==> config.mk <==
export PLATFORM = sky130hd
export DESIGN_NAME = udp_tx_machine
export DESIGN_NICKNAME = d
export VERILOG_FILES = /design/src/rtl/udp_tx_machine.sv
export SDC_FILE = /design/constraint.sdc
export NUM_CORES = 1
export LEC_CHECK = 0
export ABC_CLOCK_PERIOD_IN_PS = 4300
export BUFFER_PORTS_ARGS = -buffer_cell sky130_fd_sc_hd__buf_2
export CORE_MARGIN = 2
export CORE_UTILIZATION = 40
export CTS_CLUSTER_SIZE = 25
export DETAILED_ROUTE_END_ITERATION = 6
export SLEW_MARGIN = 20
export SYNTH_ARGS = -nofsm -noshare
export SYNTH_HDL_FRONTEND = slang
export SYNTH_SLANG_ARGS = --single-unit
==> constraint.sdc <==
create_clock -name clk -period 4.3 [get_ports clk]
set_input_delay 0.43 -clock clk [delete_from_list [all_inputs] [get_ports clk]]
set_output_delay 0.43 -clock clk [all_outputs]
set_load 0.02 [all_outputs]
==> src/rtl/udp_tx_machine.sv <==
// rtl/udp_tx_machine.sv - single-word UDP/IPv4 frame builder feeding a byte-fetching MAC
// Latches one payload word plus destination, computes the IP header checksum, then serves bytes by address.
module udp_tx_machine #(
   parameter logic [47:0] SRC_MAC  = 48'h02_00_00_00_00_01,
   parameter logic [31:0] SRC_IP   = 32'hC0A8010A,
   parameter logic [15:0] SRC_PORT = 16'd5000,
   parameter logic [7:0]  TTL      = 8'h40
) (
   input  logic        clk,
   input  logic        resetn,
   input  logic        send_vld,
   input  logic [31:0] send_data,
   input  logic [47:0] dst_mac,
   input  logic [31:0] dst_ip,
   input  logic [15:0] dst_port,
   output logic        send_rdy,
   output logic        send_done,
   output logic        tx_vld,
   output logic [10:0] tx_count,
   input  logic [10:0] tx_addr,
   input  logic        tx_adv,
   input  logic        tx_last,
   input  logic        tx_busy,
   output logic [7:0]  tx_data
);

   typedef enum logic [2:0] {IDLE, CSUM, FOLD, REQ, SEND} state_t;

   state_t        state;
   logic [1:0]    rst_sync;
   logic [3:0]    cnt;
   logic [19:0]   acc;
   logic [19:0]   fold;
   logic [15:0]   csum;
   logic [15:0]   ip_id;
   logic [15:0]   hdr_word;
   logic [31:0]   data_q;
   logic [47:0]   mac_q;
   logic [31:0]   ip_q;
   logic [15:0]   port_q;
   logic          accept;
   logic [367:0]  frame;
   logic [5:0]    rev_idx;
   logic          unused_mac_strobes;

   // Completion is judged only by tx_busy; the byte strobes carry no state.
   assign unused_mac_strobes = tx_adv ^ tx_last;

   assign tx_count = 11'd60;
   assign send_rdy = (state == IDLE) && !tx_busy && rst_sync[1];
   assign accept   = send_vld && send_rdy;
   assign fold     = {4'h0, acc[15:0]} + {16'h0, acc[19:16]};

   always_ff @(posedge clk or negedge resetn) begin
      if (!resetn) rst_sync <= 2'b00;
      else         rst_sync <= {rst_sync[0], 1'b1};
   end

   always_comb begin
      hdr_word = 16'h0000;
      case (cnt)
         4'd0: hdr_word = 16'h4500;
         4'd1: hdr_word = 16'h0020;
         4'd2: hdr_word = ip_id;
         4'd4: hdr_word = {TTL, 8'h11};
         4'd6: hdr_word = SRC_IP[31:16];
         4'd7: hdr_word = SRC_IP[15:0];
         4'd8: hdr_word = ip_q[31:16];
         4'd9: hdr_word = ip_q[15:0];
         default: hdr_word = 16'h0000;
      endcase
   end

   always_ff @(posedge clk or negedge resetn) begin
      if (!resetn) begin
         state     <= IDLE;
         cnt       <= 4'd0;
         acc       <= 20'd0;
         csum      <= 16'd0;
         ip_id     <= 16'd0;
         tx_vld    <= 1'b0;
         send_done <= 1'b0;
         data_q    <= 32'd0;
         mac_q     <= 48'd0;
         ip_q      <= 32'd0;
         port_q    <= 16'd0;
      end else begin
         send_done <= 1'b0;
         case (state)
            IDLE: begin
               if (accept) begin
                  data_q <= send_data;
                  mac_q  <= dst_mac;
                  ip_q   <= dst_ip;
                  port_q <= dst_port;
                  acc    <= 20'd0;
                  cnt    <= 4'd0;
                  state  <= CSUM;
               end
            end
            CSUM: begin
               acc <= acc + {4'h0, hdr_word};
               if (cnt == 4'd9) begin
                  cnt   <= 4'd0;
                  state <= FOLD;
               end else begin
                  cnt <= cnt + 4'd1;
               end
            end
            FOLD: begin
               acc <= fold;
               if (cnt == 4'd1) begin
                  csum   <= ~fold[15:0];
                  cnt    <= 4'd0;
                  tx_vld <= 1'b1;
                  state  <= REQ;
               end else begin
                  cnt <= cnt + 4'd1;
               end
            end
            REQ: begin
               if (tx_busy) begin
                  tx_vld <= 1'b0;
                  state  <= SEND;
               end
            end
            SEND: begin
               if (!tx_busy) begin
                  send_done <= 1'b1;
                  ip_id     <= ip_id + 16'd1;
                  state     <= IDLE;
               end
            end
            default: state <= IDLE;
         endcase
      end
   end

   // Bytes 0..45 as one big-endian vector; everything beyond is zero padding.
   assign frame = {mac_q, SRC_MAC, 16'h0800, 8'h45, 8'h00, 16'h0020, ip_id,
                   16'h0000, TTL, 8'h11, csum, SRC_IP, ip_q, SRC_PORT, port_q,
                   16'h000C, 16'h0000, data_q};
   assign rev_idx = 6'd45 - tx_addr[5:0];

   always_comb begin
      tx_data = 8'h00;
      if (tx_addr < 11'd46) tx_data = frame[{rev_idx, 3'b000} +: 8];
   end

endmodule
==> results of run 1 <==
[cell families after synthesis]
family	after synthesis	share of synthesized area
muxes	168	0.1960
xor gates and xnor gates	46	0.03780
DFF	191	0.4402
other	2	0.0006917
AOI/OAI and AO/OA	237	0.1450
and+or+nand+nor	231	0.1055
adders and majority gates	28	0.03365
buffers and inverters	95	0.04114
[metal layers]
layer  GRT usage  vias up
li1            -     3907
met2      0.3026      288
met1      0.3040     4105
met3     0.03133       38
met5           0        -
met4     0.07459        2
[where the power goes]
group	total, mW	switching, mW	internal [mW]
clock network	1.65	0.842	0.804
logic	2.64	1.32	1.32
registers	3.18	0.610	2.57
[synthesized netlist by cell type, types with 3 or more instances]
cell      instances  area share
o21ai_0          58       0.027
a32oi_1           3      0.0024
nand4_1           5      0.0029
mux2i_1           9      0.0083
a32o_1            4      0.0037
o311ai_0          4      0.0032
nor2b_1           8      0.0046
nor3b_1           3      0.0021
o211ai_1          5      0.0035
nor2_1           40       0.014
nand2_1          86       0.030
mux2_2          132        0.14
a221o_1           4      0.0037
a22o_1            3      0.0024
nand3_1          30       0.014
nand3b_1          3      0.0021
nand2b_1          6      0.0035
o221ai_1          3      0.0024
a22oi_1          27       0.019
o22ai_1           3      0.0017
o31ai_1           5      0.0035
inv_1            19      0.0066
and2_1            8      0.0046
and4_1            4      0.0032
mux2_1            5      0.0052
a211oi_1          3      0.0021
o32ai_1           4      0.0032
a221oi_1          5      0.0040
ha_1             26       0.030
nor3_1            9      0.0041
or3_1             3      0.0017
xnor2_1          26       0.021
buf_2            27       0.012
a31oi_1          12      0.0069
buf_4            13      0.0090
and3_1           12      0.0069
o21ai_1          14      0.0065
a21o_1            9      0.0062
clkbuf_1         34       0.012
a21oi_1          41       0.019
o21bai_1          3      0.0021
dfrtp_1         191        0.44
mux4_2           22       0.046
a21boi_0          4      0.0028
xor2_1           19       0.015
[layout make-up]
cell class / count / area [sq um] / area share
inverter: 19 / 71.32 / 0.005696
clock inverter: 15 / 197.7 / 0.01579
timing repair buffer: 170 / 939.7 / 0.07505
sequential: 191 / 4780 / 0.3817
multi-input combinational: 722 / 5680 / 0.4537
tap: 341 / 426.7 / 0.03408
clock buffer: 17 / 425.4 / 0.03398
[registers in the layout, summed over array words and instances, names as in the netlist]
signal / count
mac_q: 48
data_q: 32
ip_q: 32
acc: 20
csum: 16
ip_id: 16
port_q: 16
cnt: 4
state: 3
rst_sync: 2
send_done: 1
tx_vld: 1
[final timing paths]
| kind | from | to | slack (ns) |
|---|---|---|---|
| max in group asynchronous | resetn | cnt[3]$_DFFE_PN0P_ | 3.25 |
| max | cnt[3]$_DFFE_PN0P_ | acc[17]$_DFFE_PN0P_ | 0.92 |
| max reg2reg | cnt[3]$_DFFE_PN0P_ | acc[17]$_DFFE_PN0P_ | 0.92 |
| min reg2reg | rst_sync[0]$_DFF_PN0_ | rst_sync[1]$_DFF_PN0_ | 0.36 |
| min in group clk | send_data[8] | data_q[8]$_DFFE_PN0P_ | 0.20 |
| min | resetn | data_q[8]$_DFFE_PN0P_ | -0.02 |
==> metrics.csv, run 1 <==
stage;metric;value;unit
global_routing;first-pass GRT wire length;45640;microns
sta;Hold WS;-0.02360;ns
drt;Metal-1 WL;13380;microns
global_routing;GRT Util Overall;0.2046;
cts;CTS Sinks;191;
logic_synthesis;Ys Warns;0;
drt;Detail Route met3 WL;1760;microns
drt;DRC viols;0;
floorplanning;total die area;28470;sq um
logic_synthesis;number of synthesized flops with an enable pin;0;
place;I/O Buffers;153;
outcome;failing checks;negative hold slack;
logic_synthesis;count of different cell masters after synthesis;77;
sta;RSZ-0062 raised after global routing;false;
drt;routed wire length;28440;microns
setup_path;CP required;4.64;ns
drt;routed len/inst;19.28;microns
cts;deepest clock path buffer count;2;
floorplanning;I/O Pins;167;
setup_path;Critical Path Stages;12;
floorplanning;Initial Utilization;0.4051;
sta;fin crit period;3.376;ns
place;RePlAce Congestion;0.9260;
place;placed cells;1443;
sta;Worst Setup Slack, final;0.9244;ns
final_layout;Layout area overhead;15.33;%
logic_synthesis;synthesized instance count;998;
final_layout;final instance area;12520;sq um
drt;post-detailed-route count of antenna-violating nets;0;
pwr;Max VDD drop;0.0002987;V
floorplanning;Rows;60;
outcome;run status;finished, violations left;
floorplanning;Die Wd;168.7;microns
logic_synthesis;FF+latch count, synth;191;
final_layout;FILL cells;2466;
global_routing;number of global-route vias before repair;8157;
sta;final setup fails;0;
flow_run;Max Cap Violations;0;
cts;Worst-path clk slew;0.09;ns
final_layout;final non-filler cell total;1475;
min_path;hold crit path type;primary input to async pin;
sta;setup TNS;0;ns
setup_path;CP delay by family, top;compound AO/OA/AOI/OAI gates;
place;Post-DP Area;11900;sq um
cts;H-tree depth;4;
setup_path;element type at the critical path start;flip-flop;
floorplanning;Chip Height;168.7;microns
logic_synthesis;Synth Flop Type;dfrtp_1;
drt;Via density;5.654;
setup_path;Setup crit end kind;flip-flop;
logic_synthesis;FFs w/ async S/R, synth;1.000;
drt;total number of vias;8340;
global_routing;largest net degree at the start of global routing;120;
setup_path;crit-path cells;nor2b_1, and2_1, buf_4, a22oi_1, nand3_1, ha_1, nand3_1, o211ai_1, a41o_1, a41o_1, o21ai_0, a22o_1;
global_routing;global route total overflow;0;
cts;post-cts sizing count;0;
setup_path;WP buf/inv;1;
pwr;Tot Pwr;7.466;mW
setup_path;Crit path arrival time;3.72;ns
sta;Relative slew margins;0.3675;
global_routing;initial antenna violation count;1;
sta;Setup Skew;0.02081;ns
logic_synthesis;sequential element share of the synthesized area;0.4402;
pwr;leakage;5.731;nW
place;Post-DP HPWL;20760;microns
final_layout;commonest non-fill, non-tap cell in the layout;dfrtp_1;
drt;Starting DRT DRC Count;733;
cts;CTS Hold Buffers Added;0;
cts;clock latency at the later pin of the worst-skew pair;0.44;ns
cts;TritonCTS Buffers;17;
final_layout;# nets final;1294;
setup_path;CP max FO;13;
sta;slew at the pin closest to its max-slew limit;0.9487;ns
setup_path;R2R cell count;12;
drt;drt pass-1 iters;6;
pwr;Power Density;596.3;nW/um^2
cts;clock root cell;clkbuf_16;
floorplanning;core area;26800;sq um
place;DP Worst Slack;0.9642;ns
final_layout;Ant. Diodes;0;
sta;Max Slew Vio Count;0;
sta;Hold Vio Cnt, Final;9;
drt;WL met2;12560;microns
sta;period utilization;0.7850;
cts;CTS tree;yes;
sta;fmax;0.2962;GHz
cts;setup bufs post-CTS;0;
logic_synthesis;syn avg cell area;10.88;sq um
final_layout;post-layout util;0.4672;
final_layout;most frequent cells in the layout;dfrtp_1, buf_2, mux2_2, nand2_1, o21ai_0;
logic_synthesis;Cell Area, Synth;10860;sq um
setup_path;Crit Path Category;flip-flop to flip-flop;
setup_path;critical path's slowest cell;dfrtp_1;
final_layout;share of layout cells above drive strength 1;0.3272;
drt;Top Layer Used;met5;
setup_path;worst stage delay on the critical path;0.52;ns
(Power assumes the default switching activity.)
==> inputs of run 2 (changes only) <==
--- a/config.mk
+++ b/config.mk
@@ -5,7 +5,7 @@
 export SDC_FILE = /design/constraint.sdc
 export NUM_CORES = 1
 export LEC_CHECK = 0
-export ABC_CLOCK_PERIOD_IN_PS = 4300
+export ABC_CLOCK_PERIOD_IN_PS = 2700
 export BUFFER_PORTS_ARGS = -buffer_cell sky130_fd_sc_hd__buf_2
 export CORE_MARGIN = 2
 export CORE_UTILIZATION = 40
==> constraint.sdc (replaced) <==
create_clock -name clk -period 2.7 [get_ports clk]
set_input_delay 0.27 -clock clk [delete_from_list [all_inputs] [get_ports clk]]
set_output_delay 0.27 -clock clk [all_outputs]
set_load 0.02 [all_outputs]
==> metrics.csv, run 2 (synthesized netlist as in run 1, its figures left out) <==
stage;metric;value;unit;change
sta;fmax;0.3413;GHz;was 0.2962 GHz
final_layout;Layout area overhead;24.05;%;was 15.33%
floorplanning;Die Wd;168.7;microns;unchanged
drt;drt pass-1 iters;5;;was 6
sta;fin crit period;2.930;ns;was 3.376 ns
final_layout;post-layout util;0.5025;;was 0.4672
pwr;Max VDD drop;0.0005951;V;was 0.0002987 V
drt;DRC viols;0;;unchanged
final_layout;# nets final;1379;;was 1294
floorplanning;core area;26800;sq um;unchanged
cts;CTS Sinks;191;;unchanged
cts;Worst-path clk slew;0.09;ns;about the same
setup_path;CP required;3.03;ns;was 4.64 ns
cts;clock latency at the later pin of the worst-skew pair;0.45;ns;was 0.44 ns
sta;Relative slew margins;0.5810;;was 0.3675
global_routing;largest net degree at the start of global routing;106;;was 120
sta;Setup Skew;0.02070;ns;was 0.02081 ns
sta;period utilization;1.085;;was 0.7850
sta;slew at the pin closest to its max-slew limit;0.6284;ns;was 0.9487 ns
floorplanning;Chip Height;168.7;microns;unchanged
outcome;run status;finished, violations left;;unchanged
flow_run;Max Cap Violations;0;;unchanged
final_layout;Ant. Diodes;0;;unchanged
cts;TritonCTS Buffers;17;;unchanged
global_routing;first-pass GRT wire length;48130;microns;was 45640 microns
sta;Hold WS;0.02842;ns;was -0.02360 ns
sta;Max Slew Vio Count;0;;unchanged
cts;clock root cell;clkbuf_16;;unchanged
setup_path;element type at the critical path start;flip-flop;;unchanged
global_routing;global route total overflow;0;;unchanged
sta;RSZ-0062 raised after global routing;true;;was false
sta;setup TNS;-1.326;ns;was 0 ns
global_routing;number of global-route vias before repair;8471;;was 8157
min_path;hold crit path type;primary input to flip-flop;;was primary input to async pin
place;DP Worst Slack;-0.3601;ns;was 0.9642 ns
place;placed cells;1517;;was 1443
pwr;Tot Pwr;12.80;mW;was 7.466 mW
setup_path;critical path's most frequent cell;ha_2;;
final_layout;share of layout cells above drive strength 1;0.4044;;was 0.3272
place;RePlAce Congestion;0.9338;;was 0.9260
setup_path;CP max FO;5;;was 13
pwr;Power Density;950.3;nW/um^2;was 596.3 nW/um^2
drt;routed len/inst;19.63;microns;was 19.28 microns
floorplanning;I/O Pins;167;;unchanged
place;Post-DP HPWL;22810;microns;was 20760 microns
cts;H-tree depth;4;;unchanged
final_layout;top flop regs;mac_q x48, data_q x32, ip_q x32;;unchanged
setup_path;Crit path arrival time;3.26;ns;was 3.72 ns
cts;CTS tree;yes;;unchanged
global_routing;initial antenna violation count;1;;unchanged
final_layout;most frequent cells in the layout;dfrtp_1, buf_2, mux2_2, buf_4, nand2_1;;was dfrtp_1, buf_2, mux2_2, nand2_1, o21ai_0
setup_path;Setup crit end kind;flip-flop;;unchanged
final_layout;final non-filler cell total;1560;;was 1475
pwr;leakage;6.184;nW;was 5.731 nW
drt;Starting DRT DRC Count;700;;was 733
setup_path;Crit Path Category;flip-flop to flip-flop;;unchanged
setup_path;R2R setup slack;-0.23;ns;was 0.92 ns
global_routing;GRT Util Overall;0.2188;;was 0.2046
outcome;failing checks;negative setup slack;;was negative hold slack
setup_path;crit-path cells;inv_2, ha_2, and2_4, a22oi_2, o21ai_1, ha_2, fa_2, a21oi_2, o211ai_1, a211o_1, xnor2_1, nor2_1, a221o_1;;was nor2b_1, and2_1, buf_4, a22oi_1, nand3_1, ha_1, nand3_1, o211ai_1, a41o_1, a41o_1, o21ai_0, a22o_1
drt;Via density;5.533;;was 5.654
drt;routed wire length;30620;microns;was 28440 microns
sta;Worst Setup Slack, final;-0.2297;ns;was 0.9244 ns
sta;Hold Vio Cnt, Final;0;;was 9
final_layout;Largest register FFs;48;;unchanged
final_layout;Top reg by flops;mac_q;;unchanged
final_layout;FILL cells;2461;;was 2466
place;I/O Buffers;153;;unchanged
cts;deepest clock path buffer count;2;;unchanged
place;Post-DP Area;12520;sq um;was 11900 sq um
drt;post-detailed-route count of antenna-violating nets;0;;unchanged
floorplanning;Rows;60;;unchanged
final_layout;commonest non-fill, non-tap cell in the layout;dfrtp_1;;unchanged
floorplanning;Initial Utilization;0.4051;;unchanged
floorplanning;total die area;28470;sq um;unchanged
drt;total number of vias;8631;;was 8340
setup_path;worst stage delay on the critical path;0.40;ns;was 0.52 ns
setup_path;critical path's slowest cell;dfrtp_1;;unchanged
sta;final setup fails;11;;was 0
final_layout;final instance area;13470;sq um;was 12520 sq um
## run 2: changes by cell type in the layout (fill, tap and decap cells not counted), sizes merged
cell,change
and2,+1
buf,+83
clkbuf,+1
clkinv,-1
clkinvlp,-1
dlygate4sd3,+1
inv,+1
## run 2: layout make-up
type	instances	area (sq um)	share of cell area
multi-input combinational	723	5924	0.4399
inverter	19	71.32	0.005295
clock buffer	18	439.2	0.03261
clock inverter	14	180.2	0.01338
sequential	191	4780	0.3549
tap	341	426.7	0.03168
timing repair buffer	254	1647	0.1223
## run 2: worst paths after layout
check | startpoint | endpoint | depth (start not counted)
min | send_data[5] | data_q[5]$_DFFE_PN0P_ | 2
min reg2reg | rst_sync[0]$_DFF_PN0_ | rst_sync[1]$_DFF_PN0_ | 0
max in group asynchronous | resetn | mac_q[8]$_DFFE_PN0P_ | 3
min in group asynchronous | resetn | data_q[17]$_DFFE_PN0P_ | 2
max reg2reg | cnt[1]$_DFFE_PN0P_ | acc[10]$_DFFE_PN0P_ | 13
max | cnt[1]$_DFFE_PN0P_ | acc[10]$_DFFE_PN0P_ | 13
## run 2: metal layers
layer | track usage | wire, microns | vias to the layer above
li1 | - | - | 4078
met1 | 0.3141 | 14540 | 4228
met2 | 0.3339 | 13590 | 270
met3 | 0.03788 | 1604 | 53
met4 | 0.07796 | 869 | 2
met5 | 0 | 13 | -
## run 2: power breakdown
part | total [mW] | switching (mW) | leakage, nW | internal (mW)
combinational | 5.17 | 2.47 | 3.52 | 2.70
clock | 2.60 | 1.31 | 0.302 | 1.29
sequential | 5.03 | 0.930 | 2.37 | 4.10
total | 12.8 | 4.71 | 6.18 | 8.09
## run 2: timing repair
item | 4_1_cts | 5_1_grt
buffers inserted | 6 | 3
hold buffers | 1 | 0
pin swaps | 18 | 7
gates resized for setup | 38 | 14
endpoints found under the setup margin | 14 | 17
hold endpoints to repair | 57 | 0
cloned | 1 | 0
## run 2: worst max-delay path: cells and delay by family (launching register included)
family	cells	cell delay, ns
DFF	1	0.40
adders and majority gates	3	0.75
and+or+nand+nor	2	0.22
AOI/OAI and AO/OA	6	1.20
xor gates and xnor gates	1	0.17
buffers and inverters	1	0.07
==> inputs of run 3 (changes only) <==
--- a/config.mk
+++ b/config.mk
@@ -5,10 +5,12 @@
 export SDC_FILE = /design/constraint.sdc
 export NUM_CORES = 1
 export LEC_CHECK = 0
-export ABC_CLOCK_PERIOD_IN_PS = 2700
+export ABC_AREA = 1
+export ABC_CLOCK_PERIOD_IN_PS = 3000
 export BUFFER_PORTS_ARGS = -buffer_cell sky130_fd_sc_hd__buf_2
 export CORE_MARGIN = 2
 export CORE_UTILIZATION = 40
+export CTS_BUF_LIST = sky130_fd_sc_hd__clkbuf_4 sky130_fd_sc_hd__clkbuf_8
 export CTS_CLUSTER_SIZE = 25
 export DETAILED_ROUTE_END_ITERATION = 6
 export SLEW_MARGIN = 20
==> constraint.sdc (replaced) <==
create_clock -name clk -period 3 [get_ports clk]
set_input_delay 0.3 -clock clk [delete_from_list [all_inputs] [get_ports clk]]
set_output_delay 0.3 -clock clk [all_outputs]
set_load 0.02 [all_outputs]
==> metrics.csv, run 3 <==
stage;metric;value;unit;change
outcome;run status;complete, no violations;;was finished, violations left
logic_synthesis;FF+latch count, synth;191;;unchanged
sta;Setup Skew;0.01295;ns;was 0.02070 ns
logic_synthesis;count leader, synth;nand2_1;;was dfrtp_1
global_routing;global route total overflow;0;;unchanged
setup_path;CP delay by family, top;simple AND/OR/NAND/NOR gates;;was compound AO/OA/AOI/OAI gates
setup_path;CP max FO;14;;was 5
sta;setup TNS;0;ns;was -1.326 ns
logic_synthesis;FFs w/ async S/R, synth;1.000;;unchanged
drt;Top Layer Used;met5;;unchanged
min_path;hold crit path type;primary input to flip-flop;;unchanged
sta;fmax;0.3530;GHz;was 0.3413 GHz
cts;CTS Sinks;191;;unchanged
cts;TritonCTS Buffers;17;;unchanged
global_routing;number of global-route vias before repair;11079;;was 8471
logic_synthesis;Synth Flop Type;dfrtp_1;;unchanged
cts;clock latency at the later pin of the worst-skew pair;0.49;ns;was 0.45 ns
logic_synthesis;top-area cell type share of the netlist area;0.4149;;was 0.4402
setup_path;WP buf/inv;2;;was 1
cts;CTS tree;yes;;unchanged
cts;Worst-path clk slew;0.11;ns;was 0.09 ns
logic_synthesis;sequential element share of the synthesized area;0.4149;;was 0.4402
drt;Via density;5.060;;was 5.533
sta;period utilization;0.9443;;was 1.085
pwr;Max VDD drop;0.0003342;V;was 0.0005951 V
global_routing;first-pass GRT wire length;59730;microns;was 48130 microns
floorplanning;Die Wd;173.7;microns;was 168.7 microns
floorplanning;Chip Height;173.7;microns;was 168.7 microns
drt;total number of vias;11639;;was 8631
sta;Relative slew margins;0.4962;;was 0.5810
drt;post-detailed-route count of antenna-violating nets;0;;unchanged
final_layout;top flop regs;mac_q x48, data_q x32, ip_q x32;;unchanged
setup_path;Setup crit end kind;flip-flop;;unchanged
final_layout;most frequent cells in the layout;nand2_1, dfrtp_1, buf_2, nand3_1, inv_1;;was dfrtp_1, buf_2, mux2_2, buf_4, nand2_1
place;Post-DP Area;12750;sq um;was 12520 sq um
final_layout;post-layout util;0.4909;;was 0.5025
pwr;leakage;7.486;nW;was 6.184 nW
setup_path;crit-path cells;ha_1, inv_1, nor3_4, buf_4, a221oi_1, o211ai_1, ha_1, nand2_1, nor2_1, nand2_1, nand3_1, nand3_1, nand2_1, nand2_1, nand3_1, nand3_1;;was inv_2, ha_2, and2_4, a22oi_2, o21ai_1, ha_2, fa_2, a21oi_2, o211ai_1, a211o_1, xnor2_1, nor2_1, a221o_1
logic_synthesis;Cell Area, Synth;11520;sq um;was 10860 sq um
cts;H-tree depth;4;;unchanged
logic_synthesis;number of synthesized flops with an enable pin;0;;unchanged
place;Post-DP HPWL;27930;microns;was 22810 microns
drt;DRC viols;0;;unchanged
place;RePlAce Congestion;0.9372;;was 0.9338
final_layout;# nets final;2075;;was 1379
drt;Starting DRT DRC Count;954;;was 700
sta;final setup fails;0;;was 11
setup_path;critical path's slowest cell;dfrtp_1;;unchanged
floorplanning;I/O Pins;167;;unchanged
final_layout;Layout area overhead;21.64;%;was 24.05%
logic_synthesis;synthesized instance count;1674;;was 998
cts;deepest clock path buffer count;2;;unchanged
logic_synthesis;top post-synthesis cells by count;nand2_1, dfrtp_1, nand3_1, inv_1, nor2_1;;was dfrtp_1, mux2_2, nand2_1, o21ai_0, a21oi_1
logic_synthesis;Synth area leader;dfrtp_1;;unchanged
sta;Max Slew Vio Count;0;;unchanged
final_layout;share of layout cells above drive strength 1;0.1467;;was 0.4044
flow_run;Max Cap Violations;0;;unchanged
sta;Hold WS;0.01916;ns;was 0.02842 ns
place;DP Worst Slack;0.1104;ns;was -0.3601 ns
drt;routed wire length;37780;microns;was 30620 microns
floorplanning;Rows;62;;was 60
sta;Hold Vio Cnt, Final;0;;unchanged
drt;Metal-1 WL;17430;microns;was 14540 microns
setup_path;Crit path arrival time;3.21;ns;was 3.26 ns
logic_synthesis;syn avg cell area;6.882;sq um;was 10.88 sq um
final_layout;Largest register FFs;48;;unchanged
pwr;Tot Pwr;10.98;mW;was 12.80 mW
logic_synthesis;Area contributors post-synth;dfrtp_1, nand2_1, nand3_1;;was dfrtp_1, mux2_2, mux4_2
final_layout;final non-filler cell total;2300;;was 1560
place;placed cells;2185;;was 1517
final_layout;final instance area;14010;sq um;was 13470 sq um
setup_path;Crit Path Category;flip-flop to flip-flop;;unchanged
drt;WL met2;17100;microns;was 13590 microns
setup_path;CP required;3.38;ns;was 3.03 ns
final_layout;commonest non-fill, non-tap cell in the layout;nand2_1;;was dfrtp_1
global_routing;initial antenna violation count;1;;unchanged
pwr;Power Density;783.4;nW/um^2;was 950.3 nW/um^2
floorplanning;Initial Utilization;0.4036;;was 0.4051
sta;fin crit period;2.833;ns;was 2.930 ns
place;I/O Buffers;153;;unchanged
drt;routed len/inst;16.43;microns;was 19.63 microns
floorplanning;total die area;30180;sq um;was 28470 sq um
floorplanning;core area;28550;sq um;was 26800 sq um
drt;drt pass-1 iters;6;;was 5
setup_path;element type at the critical path start;flip-flop;;unchanged
sta;slew at the pin closest to its max-slew limit;0.7557;ns;was 0.6284 ns
cts;clock root cell;clkbuf_8;;was clkbuf_16
final_layout;Top reg by flops;mac_q;;unchanged
logic_synthesis;Ys Warns;0;;unchanged
logic_synthesis;count of different cell masters after synthesis;47;;was 77
setup_path;worst stage delay on the critical path;0.42;ns;was 0.40 ns
global_routing;largest net degree at the start of global routing;124;;was 106
global_routing;GRT Util Overall;0.2528;;was 0.2188
sta;Worst Setup Slack, final;0.1671;ns;was -0.2297 ns
drt;Detail Route met3 WL;2119;microns;was 1604 microns
-- run 3: cell count changes after synthesis, moves of 21 or more --
| cell | previous run | this run |
|---|---|---|
| nor2_1 | 40 | 83 |
| a22oi_1 | 27 | 6 |
| mux4_2 | 22 | 0 |
| nand4_1 | 5 | 27 |
| nand3_1 | 30 | 115 |
| nand2_1 | 86 | 849 |
| xnor2_1 | 26 | 2 |
| o21ai_0 | 58 | 32 |
| mux2_2 | 132 | 0 |
| inv_1 | 19 | 94 |
-- run 3: report_power, final --
part	internal [mW]	switching [mW]
clock	0.720	1.02
combinational	1.80	2.78
sequential	3.70	0.963
-- run 3: routing by layer --
layer	vias to the layer above	global-route usage
li1	5734	-
met1	5454	0.3532
met2	393	0.3968
met3	56	0.04035
met4	2	0.09349
met5	-	0
-- run 3: path summary, 6_finish.rpt --
path	slack (ns)	depth (start not counted)	startpoint	endpoint
setup / recovery	0.17	16	cnt[0]$_DFFE_PN0P_	acc[14]$_DFFE_PN0P_
hold / removal	0.02	3	send_data[25]	data_q[25]$_DFFE_PN0P_
setup reg to reg	0.17	16	cnt[0]$_DFFE_PN0P_	acc[14]$_DFFE_PN0P_
hold reg to reg	0.36	0	rst_sync[0]$_DFF_PN0_	rst_sync[1]$_DFF_PN0_
max in group asynchronous	1.75	3	resetn	ip_q[17]$_DFFE_PN0P_
min in group asynchronous	0.32	2	resetn	acc[17]$_DFFE_PN0P_
-- run 3: cell type report --
type	count	area, sq um
sequential	191	4780
fill	2950	14530
clock inverter	13	127.6
tap	384	480.5
antenna	1	2.502
inverter	106	400.4
timing repair buffer	272	1921
clock buffer	19	261.5
multi-input combinational	1314	6042
-- run 3: timing repair --
item,4_1_cts,5_1_grt
resized for setup,0,17
setup buffers,0,6
setup endpoints to repair,0,14
hold buffers,75,1
hold endpoints to repair,127,1
-- run 3: cells by family (layout without fill, tap and decap cells) --
| logic type | Yosys count | in the layout | synth area share |
|---|---|---|---|
| AND/OR/NAND/NOR | 1126 | 1126 | 0.3992 |
| other | 2 | 13 | 0.0006519 |
| buffers and inverters | 179 | 410 | 0.06972 |
| AO/OA/AOI/OAI | 121 | 121 | 0.06266 |
| flip-flops | 191 | 191 | 0.4149 |
| adder cells (fa/ha/maj) | 28 | 28 | 0.03171 |
| XOR/XNOR | 27 | 27 | 0.02118 |
-- run 3: worst register-to-register path: cells and delay by family (launching register included) --
| family | cells | cell delay (ns) |
|---|---|---|
| and+or+nand+nor | 10 | 0.97 |
| AOI/OAI and AO/OA | 2 | 0.42 |
| adders and majority gates | 2 | 0.61 |
| buffers and inverters | 2 | 0.31 |
| DFF | 1 | 0.42 |
